===== config.mk =====
export PLATFORM = sky130hd
export DESIGN_NAME = mem_line_arbiter
export DESIGN_NICKNAME = d
export VERILOG_FILES = /design/src/rtl/mem_line_arbiter.sv
export SDC_FILE = /design/constraint.sdc
export NUM_CORES = 1
export LEC_CHECK = 0
export CORE_AREA = 5 5 105 107
export DETAILED_ROUTE_END_ITERATION = 7
export DIE_AREA = 0 0 110 112
export PLACE_DENSITY_LB_ADDON = 0.3
export SLEW_MARGIN = 0
export SYNTH_ARGS = -nofsm -noshare
export SYNTH_HDL_FRONTEND = slang
export SYNTH_SLANG_ARGS = --single-unit

===== constraint.sdc =====
create_clock -name MEM_CLK -period 2.5 [get_ports MEM_CLK]
set_input_delay 0.75 -clock MEM_CLK [delete_from_list [all_inputs] [get_ports MEM_CLK]]
set_output_delay 0.75 -clock MEM_CLK [all_outputs]
set_load 0.02 [all_outputs]

===== src/rtl/mem_line_arbiter.sv =====
`timescale 1ns/1ps
// mem_line_arbiter: round-robin whole-line transfer arbiter between
// NUM_PORTS L1 caches and a single shared main memory. Fills may start at
// the critical word and wrap around the line; writebacks are always
// sequential from word 0.
module mem_line_arbiter #(
  parameter int NUM_PORTS       = 2,
  parameter int ADDR_SIZE       = 32,
  parameter int WORD_SIZE       = 32,
  parameter int WORDS_PER_LINE  = 8,
  parameter int CRIT_WORD_FIRST = 1,
  localparam int OFS = $clog2(WORDS_PER_LINE),
  localparam int PW  = (NUM_PORTS > 1) ? $clog2(NUM_PORTS) : 1,
  localparam int BW  = ADDR_SIZE - 2 - OFS
) (
  input  logic                           MEM_CLK,
  input  logic                           RST_N,
  input  logic [NUM_PORTS-1:0]           REQ,
  input  logic [NUM_PORTS-1:0]           REQ_WE,
  input  logic [NUM_PORTS*ADDR_SIZE-1:0] REQ_ADDR,
  input  logic [NUM_PORTS*WORD_SIZE-1:0] WB_DATA,
  output logic [NUM_PORTS-1:0]           GRANT,
  output logic                           BEAT_VALID,
  output logic [OFS-1:0]                 BEAT_IDX,
  output logic [WORD_SIZE-1:0]           FILL_DATA,
  output logic [NUM_PORTS-1:0]           DONE,
  output logic                           MM_RE,
  output logic                           MM_WE,
  output logic [ADDR_SIZE-3:0]           MM_ADDR,
  output logic [WORD_SIZE-1:0]           MM_DIN,
  input  logic [WORD_SIZE-1:0]           MM_DOUT,
  input  logic                           MM_VALID
);

  typedef enum logic [1:0] {
    IDLE = 2'd0,
    XFER = 2'd1,
    FIN  = 2'd2
  } state_t;

  state_t         state_q, state_d;
  logic [PW-1:0]  last_q;
  logic [PW-1:0]  win_q;
  logic           we_q;
  logic [BW-1:0]  base_q;
  logic [OFS-1:0] idx_q;
  logic [OFS-1:0] cnt_q;

  logic [ADDR_SIZE-1:0] addr_arr [NUM_PORTS];
  logic [WORD_SIZE-1:0] wb_arr   [NUM_PORTS];

  logic                 rr_any;
  logic [PW-1:0]        rr_win;
  logic [PW-1:0]        cand;
  logic [ADDR_SIZE-1:0] win_addr;
  logic [OFS-1:0]       start_ofs;
  logic                 last_beat;
  logic                 unused_addr_lo;

  // Split the flat per-port request buses into per-port words.
  always_comb begin
    for (int unsigned p = 0; p < NUM_PORTS; p++) begin
      addr_arr[p] = REQ_ADDR[p*ADDR_SIZE +: ADDR_SIZE];
      wb_arr[p]   = WB_DATA[p*WORD_SIZE +: WORD_SIZE];
    end
  end

  // Round-robin search starting just after the previous winner, wrapping.
  always_comb begin
    rr_any = 1'b0;
    rr_win = '0;
    cand   = '0;
    for (int unsigned k = 1; k <= NUM_PORTS; k++) begin
      cand = PW'((32'(last_q) + k) % NUM_PORTS);
      if (!rr_any && REQ[cand]) begin
        rr_any = 1'b1;
        rr_win = cand;
      end
    end
  end

  // Winner's address and the word the line transfer starts on.
  always_comb begin
    win_addr  = addr_arr[rr_win];
    start_ofs = '0;
    if (CRIT_WORD_FIRST != 0 && !REQ_WE[rr_win]) begin
      start_ofs = win_addr[OFS+1:2];
    end
  end

  assign unused_addr_lo = ^win_addr[1:0];
  assign last_beat      = (cnt_q == OFS'(WORDS_PER_LINE - 1));

  // State register.
  always_ff @(posedge MEM_CLK or negedge RST_N) begin
    if (!RST_N) begin
      state_q <= IDLE;
    end else begin
      state_q <= state_d;
    end
  end

  // Next-state logic.
  always_comb begin
    state_d = state_q;
    case (state_q)
      IDLE:    if (rr_any) state_d = XFER;
      XFER:    if (MM_VALID && last_beat) state_d = FIN;
      FIN:     state_d = IDLE;
      default: state_d = IDLE;
    endcase
  end

  // Transfer context: latched at grant, beat counters advance per MM_VALID.
  always_ff @(posedge MEM_CLK or negedge RST_N) begin
    if (!RST_N) begin
      last_q <= PW'(NUM_PORTS - 1);
      win_q  <= '0;
      we_q   <= 1'b0;
      base_q <= '0;
      idx_q  <= '0;
      cnt_q  <= '0;
    end else begin
      case (state_q)
        IDLE: begin
          if (rr_any) begin
            win_q  <= rr_win;
            last_q <= rr_win;
            we_q   <= REQ_WE[rr_win];
            base_q <= win_addr[ADDR_SIZE-1:OFS+2];
            idx_q  <= start_ofs;
            cnt_q  <= '0;
          end
        end
        XFER: begin
          if (MM_VALID) begin
            idx_q <= idx_q + 1'b1;
            cnt_q <= cnt_q + 1'b1;
          end
        end
        default: ;
      endcase
    end
  end

  assign BEAT_IDX = idx_q;

  // Output decode; data paths are gated so idle/reset outputs read as zero.
  always_comb begin
    GRANT      = '0;
    DONE       = '0;
    MM_RE      = 1'b0;
    MM_WE      = 1'b0;
    BEAT_VALID = 1'b0;
    MM_ADDR    = '0;
    MM_DIN     = '0;
    FILL_DATA  = '0;
    case (state_q)
      XFER: begin
        GRANT[win_q] = 1'b1;
        MM_RE        = ~we_q;
        MM_WE        = we_q;
        MM_ADDR      = {base_q, idx_q};
        BEAT_VALID   = MM_VALID;
        if (we_q) begin
          MM_DIN = wb_arr[win_q];
        end else if (MM_VALID) begin
          FILL_DATA = MM_DOUT;
        end
      end
      FIN: begin
        GRANT[win_q] = 1'b1;
        DONE[win_q]  = 1'b1;
      end
      default: ;
    endcase
  end

endmodule


==> metrics.cfg <==
[outcome]
status = finished, final reports clean

[sta]
finalSetupViolations = 0
fmax_achieved_mhz = 412
max_slew.worst_pin.slew_ns = 0.873
timing.final.hold_violations = 0
layout_worst_path_cycle_share_pct = 97.0
finalCriticalPeriod_ns = 2.42
skew_ns = 0.00979
relSlewSlack_pct = 41.8
final_max_slew_viol_count = 0
final_critical_path_setup_slack_ns = 0.0751
rsz0062_at_grt = no
setup-tns-final_ns = 0

[place]
dpl_worst_slack_ns = -0.680
placement.cell_area_sq_mm = 0.00576
place_inst = 725
place.gp.congestion = 0.801
post-dp-hpwl_um = 10000
placement.io_buffers = 266

[yosys]
async_reset_ff_share_pct = 100
netlist_instances = 328
synth.lib_cells_used.distinct = 35
synthTopCellsByArea = sky130_fd_sc_hd__dfrtp_1 (32%), sky130_fd_sc_hd__mux2i_1 (21%), sky130_fd_sc_hd__and2_1 (14%)
synth_edf_count = 0
most_area_hungry_cell_type_in_the_yosys_netlist = sky130_fd_sc_hd__dfrtp_1
netlist_area_sq_mm = 0.00288
yosysSeqAreaShare_pct = 33.0
yosysWarnings = 0
flop_and_latch_count_out_of_synthesis = 38
cell_with_the_most_instances_after_synthesis = sky130_fd_sc_hd__and2_1
synth-main-ff-cell = sky130_fd_sc_hd__dfrtp_1
synth_largest_type_area_fraction_pct = 32.1
yosys-top-cells-count = sky130_fd_sc_hd__and2_1 (64), sky130_fd_sc_hd__mux2i_1 (60), sky130_fd_sc_hd__dfrtp_1 (37)
mean_post_synth_cell_area_sq_um = 8.79
syn-num-nets = 502

[setup_path]
critical_path.cell_chain = clkdlybuf4s50_1 -> mux2i_1 -> nor2_1 -> clkdlybuf4s15_1
worst_ep_arrival_time_ns = 1.67
critical_path.max_fanout = 1
startpoint_class_of_the_critical_path = input pin
timing.critical_path.to_type = output pin
cp_max_stage_delay_ns = 0.46
timing.setup.critical_path_class = in2out
worst-endpoint-required_ns = 1.75
crit_path_slowest_cell = sky130_fd_sc_hd__clkdlybuf4s50_1

[grt]
grt_util_all_layers_pct = 18.5
grt_first_pass_wirelength_um = 17800
grt_pass1_vias = 3390
pin_count_of_the_biggest_net_entering_global_routing = 43
overflow = 0
antenna_found_initial = 0

[finish]
n_antenna_cell = 0
fin_util_pct = 57.1
layout.area.seq_sq_um = 953
layout.cells.non_filler = 736
layout.nets = 773
stdcell_area_sq_mm = 0.00573
layout-area-overhead-vs-synth_pct = 98.8
final_layout_size_suffix_gt1_share_pct = 19.5
fillers = 931
multi_input_area_sq_mm = 0.00180

[power_and_ir_drop]
power_density_mw_per_mm2 = 878
worst_ir_drop_vdd_mv = 0.510
leakagePower_uw = 0.00269

[clock_network]
cts.repair_timing.setup_buffer_count = 0
tritoncts.num_buffers = 5
clock_tree_from_tritoncts = built
cts.sinks = 38
worst_skew_pair.late_latency_ns = 0.29
cts_root_buf = sky130_fd_sc_hd__clkbuf_8
ctsLongestPathBuffers = 2
cts_h_tree_depth = 2
hold_buffer_count_at_cts = 0
clk_pin_slew_ns = 0.08

[hold_path]
timing.hold.worst.class = reg2reg

[drt]
drt_first_iter_violations = 92
routedWlPerCell_um = 16.3
dr.pass1.iters = 4
post_drt_via_cell_ratio = 4.51
routed_wl_um = 12000
dr_total_vias = 3317
antenna_violating_nets_post_route = 0
drc_errors = 0

[flow_run]
drv_cap = 0

[die]
starting_density_pct = 28.7
core-area_sq_mm = 0.0100
chipHeight_um = 112
placementRows = 37
die_x_um = 110
io_pins = 271
die_ar_sq_mm = 0.0123

-- power by group --
part	internal, uW	total (uW)	leakage, uW	switching [uW]
logic	1520	3310	0.00216	1790
clock network	400	632	0.0000683	232
registers	915	1090	0.000466	176
total	2840	5030	0.00269	2200
-- layout by cell type, fill, tap and decap left out, types with 2 or more instances in the layout --
cell type,instances
sky130_fd_sc_hd__buf_4,43
sky130_fd_sc_hd__and2_1,61
sky130_fd_sc_hd__dfrtp_1,36
sky130_fd_sc_hd__buf_12,4
sky130_fd_sc_hd__inv_1,6
sky130_fd_sc_hd__ha_1,6
sky130_fd_sc_hd__a21oi_1,2
sky130_fd_sc_hd__nor3b_1,3
sky130_fd_sc_hd__nor2_1,33
sky130_fd_sc_hd__mux2i_1,60
sky130_fd_sc_hd__o21ai_0,12
sky130_fd_sc_hd__nor2b_1,4
sky130_fd_sc_hd__clkbuf_2,28
sky130_fd_sc_hd__dlygate4sd2_1,24
sky130_fd_sc_hd__clkdlybuf4s50_1,163
sky130_fd_sc_hd__nand2_1,34
sky130_fd_sc_hd__buf_2,3
sky130_fd_sc_hd__and2_4,3
sky130_fd_sc_hd__buf_6,10
sky130_fd_sc_hd__o21ai_1,18
sky130_fd_sc_hd__a22o_2,3
sky130_fd_sc_hd__clkbuf_8,5
sky130_fd_sc_hd__clkdlybuf4s15_1,14
sky130_fd_sc_hd__bufinv_16,2
-- critical path: cells and delay by family --
kind	cells	cell delay, ns
buf+inv	2	0.77
mux	1	0.07
simple gates	1	0.09
-- layer usage --
metal  vias up  track usage (%)  wire length, um
met2       165             34.1             6030
met1      1500             18.6             4210
met5         -                0                0
met4         0             7.07              368
li1       1628                -                -
met3        24             6.61             1380
-- worst paths after layout --
path	start	endpoint	slack (ns)	cells after the start
setup reg to reg	state_q[1]	BEAT_IDX[2]	0.61	8
max in group asynchronous	RST_N	win_q	1.32	1
hold / removal	base_q[13]	base_q[13]	0.48	2
min in group asynchronous	RST_N	base_q[13]	0.56	1
hold reg to reg	base_q[13]	base_q[13]	0.48	2
setup / recovery	WB_DATA[40]	MM_DIN[8]	0.08	4
-- sequential cells by signal (all words and copies together), names as in the netlist --
name / count
win_q: 1
we_q: 1
base_q: 27
cnt_q: 3
BEAT_IDX: 3
state_q: 2
last_q: 1
-- kinds of logic after synthesis --
group	count (synthesis)	share of synthesized area, %
flops	38	33.0
simple gates	145	26.1
compound gates	46	10.2
buf+inv	31	6.38
fa+ha+maj	7	3.04
mux	61	21.2
-- stage by stage --
stage          hold WS [ns]  total power [uW]
2_1_floorplan         0.442              3070
3_3_place_gp          0.456              4600
3_5_place_dp          0.464              4670
4_1_cts               0.483              5120
5_1_grt               0.521              5430
6_report              0.478              5030
-- timing repair --
action,in CTS,in global routing
cloned,3,0
gates resized for setup,276,49
pin swaps,1,1
hold endpoints to repair,0,0
endpoints found under the setup margin,99,92
-- layout make-up --
class | instances | area share [%]
multi-input cells | 259 | 31.3
repair buffers | 289 | 46.3
flip-flops and latches | 38 | 16.6
clock buffers | 5 | 1.20
inverters | 6 | 0.393
well taps | 136 | 2.97
clock inverters | 3 | 1.20
Power figures use the tool's default switching activity.
